==> config.mk <==
export PLATFORM = sky130hd
export DESIGN_NAME = pc_sequencer
export DESIGN_NICKNAME = d
export VERILOG_FILES = /design/src/rtl/pc_sequencer.sv
export SDC_FILE = /design/constraint.sdc
export NUM_CORES = 1
export LEC_CHECK = 0
export CORE_UTILIZATION = 40
export DETAILED_ROUTE_END_ITERATION = 6
export MAX_ROUTING_LAYER = met4
export PLACE_DENSITY_LB_ADDON = 0.05
export SYNTH_ARGS = -nofsm -noshare
export SYNTH_HDL_FRONTEND = slang
export SYNTH_SLANG_ARGS = --single-unit
==> constraint.sdc <==
create_clock -name clk -period 6.9 [get_ports clk]
set_input_delay 2.07 -clock clk [delete_from_list [all_inputs] [get_ports clk]]
set_output_delay 2.07 -clock clk [all_outputs]
set_load 0.01 [all_outputs]
==> src/rtl/pc_sequencer.sv <==
// pc_sequencer: multicycle control sequencer for the RV32I core.
// Owns pc, the instruction register, the retired-instruction counter and
// the 3-bit state bus that times the branch unit, regfile, ALU and memory.
// One instruction in flight at a time.
//
// Ports:
//   clk, rst                 clock, asynchronous active-high reset
//   imem_req/ready/rdata     instruction fetch handshake (address = pc)
//   is_load/is_store/is_ebreak/has_rd  decoded flags (valid from READ on)
//   taken_branch, branch_target        branch unit result (valid in BRANCH)
//   dmem_req/ready           data memory handshake
//   state                    sequencer state (encoding shared with datapath)
//   pc, instr, instret       architectural registers
//   rd_we                    register-file write strobe (WRITEBACK only)
//   halted, trap             stop indicators
module pc_sequencer #(
    parameter logic [31:0] RESET_PC = 32'h0000_0000
) (
    input  logic        clk,
    input  logic        rst,
    output logic        imem_req,
    input  logic        imem_ready,
    input  logic [31:0] imem_rdata,
    input  logic        is_load,
    input  logic        is_store,
    input  logic        is_ebreak,
    input  logic        has_rd,
    input  logic        taken_branch,
    input  logic [31:0] branch_target,
    output logic        dmem_req,
    input  logic        dmem_ready,
    output logic [2:0]  state,
    output logic [31:0] pc,
    output logic [31:0] instr,
    output logic        rd_we,
    output logic [31:0] instret,
    output logic        halted,
    output logic        trap
);

    localparam logic [2:0] S_FETCH     = 3'd0;
    localparam logic [2:0] S_DECODE    = 3'd1;
    localparam logic [2:0] S_READ      = 3'd2;
    localparam logic [2:0] S_EXECUTE   = 3'd3;
    localparam logic [2:0] S_BRANCH    = 3'd4;
    localparam logic [2:0] S_MEM       = 3'd5;
    localparam logic [2:0] S_WRITEBACK = 3'd6;
    localparam logic [2:0] S_HALT      = 3'd7;

    logic [2:0]  state_q, state_d;
    logic [31:0] pc_q, pc_d;
    logic [31:0] instr_q, instr_d;
    logic [31:0] instret_q, instret_d;
    logic [31:0] tgt_q, tgt_d;
    logic        pc_sel_q, pc_sel_d;
    logic        halted_q, halted_d;
    logic        trap_q, trap_d;

    // A taken branch to a non-word-aligned target is an instruction
    // address misalignment; a not-taken one is harmless.
    logic misaligned;
    assign misaligned = taken_branch && (branch_target[1:0] != 2'b00);

    // State register
    always_ff @(posedge clk or posedge rst) begin
        if (rst) state_q <= S_FETCH;
        else     state_q <= state_d;
    end

    // Next-state logic
    always_comb begin
        state_d = state_q;
        case (state_q)
            S_FETCH:     if (imem_ready) state_d = S_DECODE;
            S_DECODE:    state_d = S_READ;
            S_READ:      state_d = S_EXECUTE;
            S_EXECUTE:   state_d = is_ebreak ? S_HALT : S_BRANCH;
            S_BRANCH: begin
                if (misaligned)                state_d = S_HALT;
                else if (is_load || is_store)  state_d = S_MEM;
                else                           state_d = S_WRITEBACK;
            end
            S_MEM:       if (dmem_ready) state_d = S_WRITEBACK;
            S_WRITEBACK: state_d = S_FETCH;
            default:     state_d = S_HALT;
        endcase
    end

    // Outputs decoded straight from the state register
    always_comb begin
        imem_req = (state_q == S_FETCH);
        dmem_req = (state_q == S_MEM);
        rd_we    = (state_q == S_WRITEBACK) && has_rd;
    end

    // Architectural registers
    always_ff @(posedge clk or posedge rst) begin
        if (rst) begin
            pc_q      <= RESET_PC;
            instr_q   <= 32'h0;
            instret_q <= 32'h0;
            tgt_q     <= 32'h0;
            pc_sel_q  <= 1'b0;
            halted_q  <= 1'b0;
            trap_q    <= 1'b0;
        end else begin
            pc_q      <= pc_d;
            instr_q   <= instr_d;
            instret_q <= instret_d;
            tgt_q     <= tgt_d;
            pc_sel_q  <= pc_sel_d;
            halted_q  <= halted_d;
            trap_q    <= trap_d;
        end
    end

    always_comb begin
        pc_d      = pc_q;
        instr_d   = instr_q;
        instret_d = instret_q;
        tgt_d     = tgt_q;
        pc_sel_d  = pc_sel_q;
        halted_d  = halted_q;
        trap_d    = trap_q;
        case (state_q)
            S_FETCH: if (imem_ready) instr_d = imem_rdata;
            S_EXECUTE: if (is_ebreak) halted_d = 1'b1;
            S_BRANCH: begin
                // Branch decision is captured here so later states are free
                // to ignore whatever the branch unit drives afterwards.
                pc_sel_d = taken_branch;
                tgt_d    = branch_target;
                if (misaligned) begin
                    trap_d   = 1'b1;
                    halted_d = 1'b1;
                end
            end
            S_WRITEBACK: begin
                pc_d      = pc_sel_q ? tgt_q : pc_q + 32'd4;
                instret_d = instret_q + 32'd1;
            end
            default: ;
        endcase
    end

    assign state   = state_q;
    assign pc      = pc_q;
    assign instr   = instr_q;
    assign instret = instret_q;
    assign halted  = halted_q;
    assign trap    = trap_q;

endmodule

==> results of run 1 <==
==> worst register-to-register path, delay by kind of cell, from the launching register on <==
family / cells / cell delay [ns]
AND/OR/NAND/NOR: 4 / 1.48
flip-flops: 1 / 0.51
buffers and inverters: 1 / 0.37
XOR/XNOR: 1 / 0.15
==> worst paths after layout <==
kind | from | end | slack (ns) | cells after the start
worst max-delay path | has_rd | rd_we | 1.66 | 3
worst min-delay path | instret[31]$_DFFE_PP0P_ | instret[31]$_DFFE_PP0P_ | 0.47 | 1
worst max register to register | state[0]$_DFFE_PP0P_ | instret[26]$_DFFE_PP0P_ | 4.31 | 6
worst min register to register | instret[31]$_DFFE_PP0P_ | instret[31]$_DFFE_PP0P_ | 0.47 | 1
max in group asynchronous | rst | instr[30]$_DFFE_PP0P_ | 3.57 | 3
min in group asynchronous | rst | instr[13]$_DFFE_PP0P_ | 2.20 | 2
==> logic make-up (layout without fill, tap and decap cells) <==
| group | after synthesis | count (layout) | share of synthesized area (%) |
|---|---|---|---|
| and+or+nand+nor | 177 | 177 | 15.2 |
| xor gates and xnor gates | 31 | 31 | 4.45 |
| DFF | 134 | 134 | 54.9 |
| adders and majority gates | 2 | 2 | 0.410 |
| AOI/OAI and AO/OA | 92 | 92 | 9.24 |
| buffers and inverters | 44 | 226 | 2.77 |
| muxes | 71 | 71 | 13.0 |
==> metal layers <==
metal	share of wire [%]	vias to the layer above
met4	1.4	0
met3	5.3	16
met5	0	-
met1	44	2386
li1	-	2326
met2	50	122
==> where the power goes <==
| group | switching [mW] | internal [mW] |
|---|---|---|
| Combinational | 0.599 | 0.769 |
| Sequential | 0.269 | 1.10 |
| Clock | 0.320 | 0.631 |
| Total | 1.19 | 2.50 |
==> area by class of cell <==
cell class	count	area, µm²	share of cell area, %
Clock buffer	23	478	5.52
Clock inverter	9	148	1.71
Inverter	13	53.8	0.622
Multi-Input combinational cell	373	2590	30.0
Sequential cell	134	3350	38.7
Tap cell	184	230	2.66
Timing Repair Buffer	181	1800	20.8
==> stage by stage <==
step | utilization, % | worst slack, ns | cell area (µm²) | hold WS (ns)
3_3_place_gp | 54.6 | 1.66 | 8030 | 0.454
5_1_grt | 58.9 | 1.61 | 8650 | 0.504
3_5_place_dp | 54.6 | 1.66 | 8030 | 0.453
6_report | 58.9 | 1.66 | 8650 | 0.465
4_1_cts | 58.9 | 1.65 | 8650 | 0.471
2_1_floorplan | - | 1.25 | 6110 | 0.472
==> synthesized netlist by cell type, drive strengths merged (3+ instances only) <==
| cell | n |
|---|---|
| clkbuf | 25 |
| and3 | 9 |
| nand2 | 41 |
| nor2b | 4 |
| buf | 6 |
| nor3 | 15 |
| xor2 | 10 |
| inv | 12 |
| or4 | 3 |
| nor4 | 10 |
| a2bb2oi | 5 |
| o21ai | 28 |
| or3 | 5 |
| nand3 | 33 |
| xnor2 | 21 |
| and2 | 5 |
| mux2i | 4 |
| nor2 | 26 |
| mux2 | 67 |
| a31oi | 7 |
| a41oi | 3 |
| dfrtp | 134 |
| nand4 | 12 |
| nand2b | 3 |
| a21oi | 27 |
| a211oi | 3 |
| and4 | 6 |
==> sequential cells by signal, summed over array words and instances (netlist names), named ones only <==
name / flops
trap: 1
halted: 1
state: 2
instr: 32
pc: 32
tgt_q: 32
instret: 32
pc_sel_q: 1
==> placed cells by master, fill, tap and decap left out, types with 10 or more instances in the layout <==
| cell | netlist | final |
|---|---|---|
| xnor2_1 | 21 | 21 |
| nand2_1 | 41 | 41 |
| o21ai_0 | 28 | 28 |
| mux2_2 | 67 | 67 |
| nor3_1 | 15 | 15 |
| nor2_1 | 26 | 25 |
| nand4_1 | 11 | 11 |
| xor2_1 | 10 | 10 |
| clkbuf_16 | 0 | 17 |
| clkdlybuf4s50_1 | 0 | 176 |
| a21oi_1 | 27 | 27 |
| nand3_1 | 32 | 32 |
| dfrtp_1 | 134 | 134 |
| inv_1 | 12 | 11 |
==> run summary, run 1 <==
The flow ran to the end, but the final reports show violations. The checks that failed: DRC. The detailed-route wire length per cell is between 15 and 20 µm. The met3 layer usage reported by global route came out at 5.61%. At the end of routability-driven placement, the weighted congestion stood at 0.829.

CTS placed an instance of clkbuf_16 at the clock tree root. After detailed placement, the design holds a cell count of 885. The count of nets left with antenna violations once routing finished came out at 0.

The portion of the clock cycle consumed by the worst path in the final layout came out at 75.9%. The proportion of synthesized flip-flops having asynchronous set or reset is 100%. The met2 track demand over resource is 33.0%.

The largest vdd supply drop came out at 248 µV. The cell that appears most often on the critical path is clkdlybuf4s50_1. For this design the static power due to leakage is about 3.5 nW.

The number of H-tree branching levels is 4. The post-synthesis cell type count is 50. Once the clock tree was built, the resizer swapped 0 gates to a different size. The via count of the first global-routing pass came out at around 4.9k.

The post-synth net total came out at 626. The number of top-level pins came out at 177. The finished layout holds 917 standard cells, fillers aside. The fraction of layout instances using a drive strength above 1 is roughly 15%.

The kind of end point of the critical path is a primary output. The number of antenna violations at the first check in global routing is 0. The latest clock arrival within the worst-skew pair is 0.41 ns.

The critical-path maximum fanout came out at 1. The number of I/O port buffers is 176. The number of warnings issued by yosys is 0.

The type of the worst min-delay path is flip-flop to flip-flop. The first global-routing pass estimated approximately 25 mm of wire. The aggregate negative setup slack came out at 0 ns. After the first detailed-routing iteration, the DRC count stood at 229. The met1 track demand over resource came out at between 20 and 30%. The relative slew slack came out at 33.3%.

In this run the core area contains 44 standard-cell rows. TritonCTS built the clock tree. Before antenna repair, the detailed router went through 7 iterations. The placed wire-length estimate came out at 10.2 mm. The initial core utilization is about two fifths. The power density normalized to cell area is approximately 430 nW/µm². The full die area came out at 15800 µm². By startpoint and endpoint, the worst setup path is classified as primary input to primary output. STA classifies the critical path startpoint as a primary input. The number of diodes added for antenna fixing came out at 0. Setup repair after global routing left no endpoint under its margin. In the routed design, unresolved DRC markers number 10. The detailed-route wire length is around 15 mm.

The final clock skew came out at 0.00830 ns. For this design, the slowest cell found on the critical path is clkdlybuf4s50_1. Setup violations remaining at the end of the flow were counted as 0. The cell family contributing the most delay on the critical path is buffers and inverters.

Once the clock tree was built, the setup fixing pass inserted 0 buffers. Walking the worst path, the cells encountered are clkdlybuf4s50_1 -> and2_1 -> clkdlybuf4s50_1. For this run, the leading register cell type out of synthesis is dfrtp_1.

The buffer depth of the longest clock path came out at 2. Yosys attributes the largest share of cell area to dfrtp_1 55%, mux2_2 12%, xnor2_1 3.0%, nand3_1 2.6%, nand2_1 2.5%. The power after layout is approximately 3.7 mW. The number of max-capacitance violations reported is 0.

The total CTS buffers is 17. Based on the critical path, the design can be clocked at up to ~190 MHz. The synthesized design contains about 130 register bits. The height of the chip is between 100 and 150 µm. The maximum number of pins on one net before global-route repair is 90.

The most congested layer reported by global routing is met2. The signed area change from the synthesized netlist to the final layout is 41.7%. The cell area after synthesis came out at 6110 µm².

STA puts the critical path data required time at between 4 and 5 ns. The die is 126 µm wide. The vias after detailed routing is 4850.

The combined buffer and inverter count along the critical path is 2. STA puts the critical path data arrival time at about 3.2 ns. The total of hold buffers inserted after clock tree synthesis is 0. The number of nets in the final layout is 795. For this run the aggregate overflow at the end of global routing stands at 0. The clock-pin slew reported for the worst setup and hold paths after clock tree synthesis came out at roughly 0.050 ns. The post-synthesis sequential area ratio is ~55%. The delay of the slowest critical-path stage came out at ~0.53 ns. The total global routing track utilization came out at around a fifth. The post-synthesis cell count is 551.

The count of endpoints failing hold in the final timing report came to 0. The time the worst path needs with I/O delays and setup came out at 5.24 ns. The final-report max-slew violation count came out at 0. The synthesized design spends more area on one cell type than any other, namely dfrtp_1. Each instance of the synthesized netlist takes up on average 11.1 µm². The detail-routed via count per cell is 5.29. After filler insertion, the fill cell instance count of the layout stands at 1267. For the pin with the worst max-slew slack, the measured transition is 0.998 ns.

CTS saw roughly 130 sinks. The area of the core is approximately 15000 µm². The top cell type by area accounts for 54.9% of the synthesized area.

Counting flops with a built-in enable in the synthesized netlist gives 0.
(Power assumes the default switching activity.)
==> run 2, diff against run 1 <==
Clock period 6.9 ns to 5 ns, I/O delays scaled along.
==> run summary, run 2 (synthesis results as in run 1) <==
The clock period could shrink to 4.08 ns. The detailed-route wire length per cell is 16.3 µm (about the same). The first-pass GRT wire length came out at 24.8 mm (was 25.0 mm). Setup repair after global routing missed its margin: no (unchanged). The DRC violations left came to 7 (was 10). The maximum number of pins on one net before global-route repair came out at 85 (was 90). The type of element launching the critical path was a primary input (unchanged). The number of top-level pins came to 177 (unchanged). The clock-pin slew reported for the worst setup and hold paths after clock tree synthesis came to 0.05 ns (about the same).

The number of diodes added for antenna fixing is 0 (unchanged). The count of endpoints failing hold in the final timing report came to 0 (unchanged). Status: finished with violations (unchanged). The number of antenna violations at the first check in global routing is 0 (unchanged).

The depth of the most critical reg-to-reg path is 6 (unchanged). The power density normalized to cell area is 581 nW/µm² (was 426 nW/µm²). The kind of end point of the critical path is a primary output (unchanged).

The required time of the worst setup path came to 3.50 ns (was 4.83 ns). Highest-count cells in the layout ignoring fill and taps: 176 x clkdlybuf4s50_1, 134 x dfrtp_1, 67 x mux2_2, 41 x nand2_1, 32 x nand3_1 (unchanged). The final critical path takes up 81.6% of the cycle. The total CTS buffers came out at 17 (unchanged). The total overflow reported by the global router came out at 0 (unchanged).

The number of I/O port buffers is 176 (unchanged). The cell at the root of the clock tree is clkbuf_16 (unchanged). The final estimated routing congestion in global placement is 0.805 (was 0.829). The detailed-route wire length came out at 15.0 mm (about the same). The slew of the pin with the lowest slew margin came out at 0.979 ns (was 0.998 ns). The via count of the first global-routing pass came out at 4861 (was 4931).

The start point of the worst hold path is instret[31]$_DFFE_PP0P_ (unchanged). The aggregate negative setup slack is 0 ns (unchanged). The number of search-and-repair iterations in the first detailed-routing pass is 7 (unchanged).

The residual antenna-violating net count after detailed routing was 0 (unchanged). Failing checks: DRC (unchanged). Based on the critical path, the design can be clocked at up to roughly 250 MHz. The number of max-capacitance violations reported is 0 (unchanged). The vias after detailed routing came out at 4858 (was 4850).

The height of the chip came out at 126 µm (unchanged). The register-to-register path setup slack is 2.23 ns (was 4.31 ns). The final clock skew came to 0.00447 ns (was 0.00830 ns). The number of H-tree branching levels is 4 (unchanged).

The buffer depth of the longest clock path is 2 (unchanged). The initial core utilization is 41.5% (unchanged). The worst endpoint data arrival time is 2.58 ns (was 3.17 ns). The full die area is 15800 µm² (unchanged).

The critical-path maximum fanout came out at 1 (unchanged). The placed wire-length estimate came to 10.3 mm (was 10.2 mm). The total of hold buffers inserted after clock tree synthesis came out at 0 (unchanged). The clock tree from TritonCTS is yes (unchanged). The largest vdd supply drop is 304 µV (was 248 µV). The number of standard-cell rows in the floorplan is 44 (unchanged). The number of gates given a new drive strength after cts is 0 (unchanged).

The signed area change from the synthesized netlist to the final layout is 41.6% (was 41.7%). The final-report max-slew violation count came out at 0 (unchanged). The type of the worst min-delay path was flip-flop to flip-flop (unchanged).

The most frequent standard cell in the layout excluding fill and tap cells is clkdlybuf4s50_1 (unchanged). The relative slew slack was 34.3% (was 33.3%). The CTS sink count is 134 (unchanged). The leakage power is 3.54 nW (about the same). The worst hold path cell count came to 1 (unchanged). The type of the setup path with the least slack is primary input to primary output (unchanged).

The violation count after the first detailed-route iteration is 306 (was 229). The latest clock arrival within the worst-skew pair came out at 0.41 ns (about the same). The power after layout is 5.02 mW (was 3.69 mW).

The end of the worst hold path is instret[31]$_DFFE_PP0P_ (unchanged). The detail-routed via count per cell was 5.29 (about the same). The fraction of layout instances using a drive strength above 1 is 15.2% (was 15.0%). The origin of the critical flop-to-flop path is state[0]$_DFFE_PP0P_ (unchanged). The setup violation total in the final timing report came out at 0 (unchanged). The total global routing track utilization came out at 20.5% (was 20.7%). The worst reg2reg path endpoint is instret[26]$_DFFE_PP0P_ (unchanged). The width of the die came out at 126 µm (unchanged).

The area of the core is 14700 µm² (unchanged). The number of post-CTS setup repair buffers is 0 (unchanged). The number of nets in the final layout came to 797 (was 795).
run 2: report_power, final:
group / leakage [nW] / internal (mW) / switching, mW / total (mW)
clock network: 0.293 / 0.805 / 0.447 / 1.25
registers: 1.64 / 1.51 / 0.369 / 1.88
logic: 1.61 / 1.06 / 0.825 / 1.89
total: 3.54 / 3.38 / 1.64 / 5.02
run 2: critical path, cell delays in order:
cell and delay [ns]:
clkdlybuf4s50_1 0.44, and2_1 0.11, clkdlybuf4s50_1 0.53
run 2: worst max-delay path by stage:
stage | start | endpoint | slack, ns
2_1_floorplan | rst | asynchronous set/reset pin | 1.83
3_3_place_gp | has_rd | rd_we | 0.91
3_5_place_dp | has_rd | rd_we | 0.92
4_1_cts | has_rd | rd_we | 0.92
5_1_grt | has_rd | rd_we | 0.87
6_report | has_rd | rd_we | 0.92
run 2: through the flow:
step           cell area [µm²]  utilization, %  cells  hold WS, ns  worst slack [ns]
2_1_floorplan             6110               -    551        0.472              1.83
3_3_place_gp              8060            54.8    887        0.457             0.909
3_5_place_dp              8060            54.8    887        0.466             0.919
4_1_cts                   8650            58.8    919        0.478             0.916
5_1_grt                   8650            58.8    919        0.485             0.871
6_report                  8650            58.8    919        0.469             0.919
run 2: layout make-up:
cell class              count  area (µm²)
fillers                  1251        6050
flip-flops and latches    134        3350
multi-input cells         373        2590
repair buffers            183        1830
clock buffers              22         464
well taps                 184         230
clock inverters            10         128
inverters                  13        52.6
run 2: layer usage:
metal / share of wire (%) / up-vias / GRT usage (%)
li1: - / 2333 / -
met1: 43 / 2368 / 24.9
met2: 49 / 139 / 33.1
met3: 5.9 / 18 / 5.39
met4: 1.7 / 0 / 6.81
met5: 0 / - / -
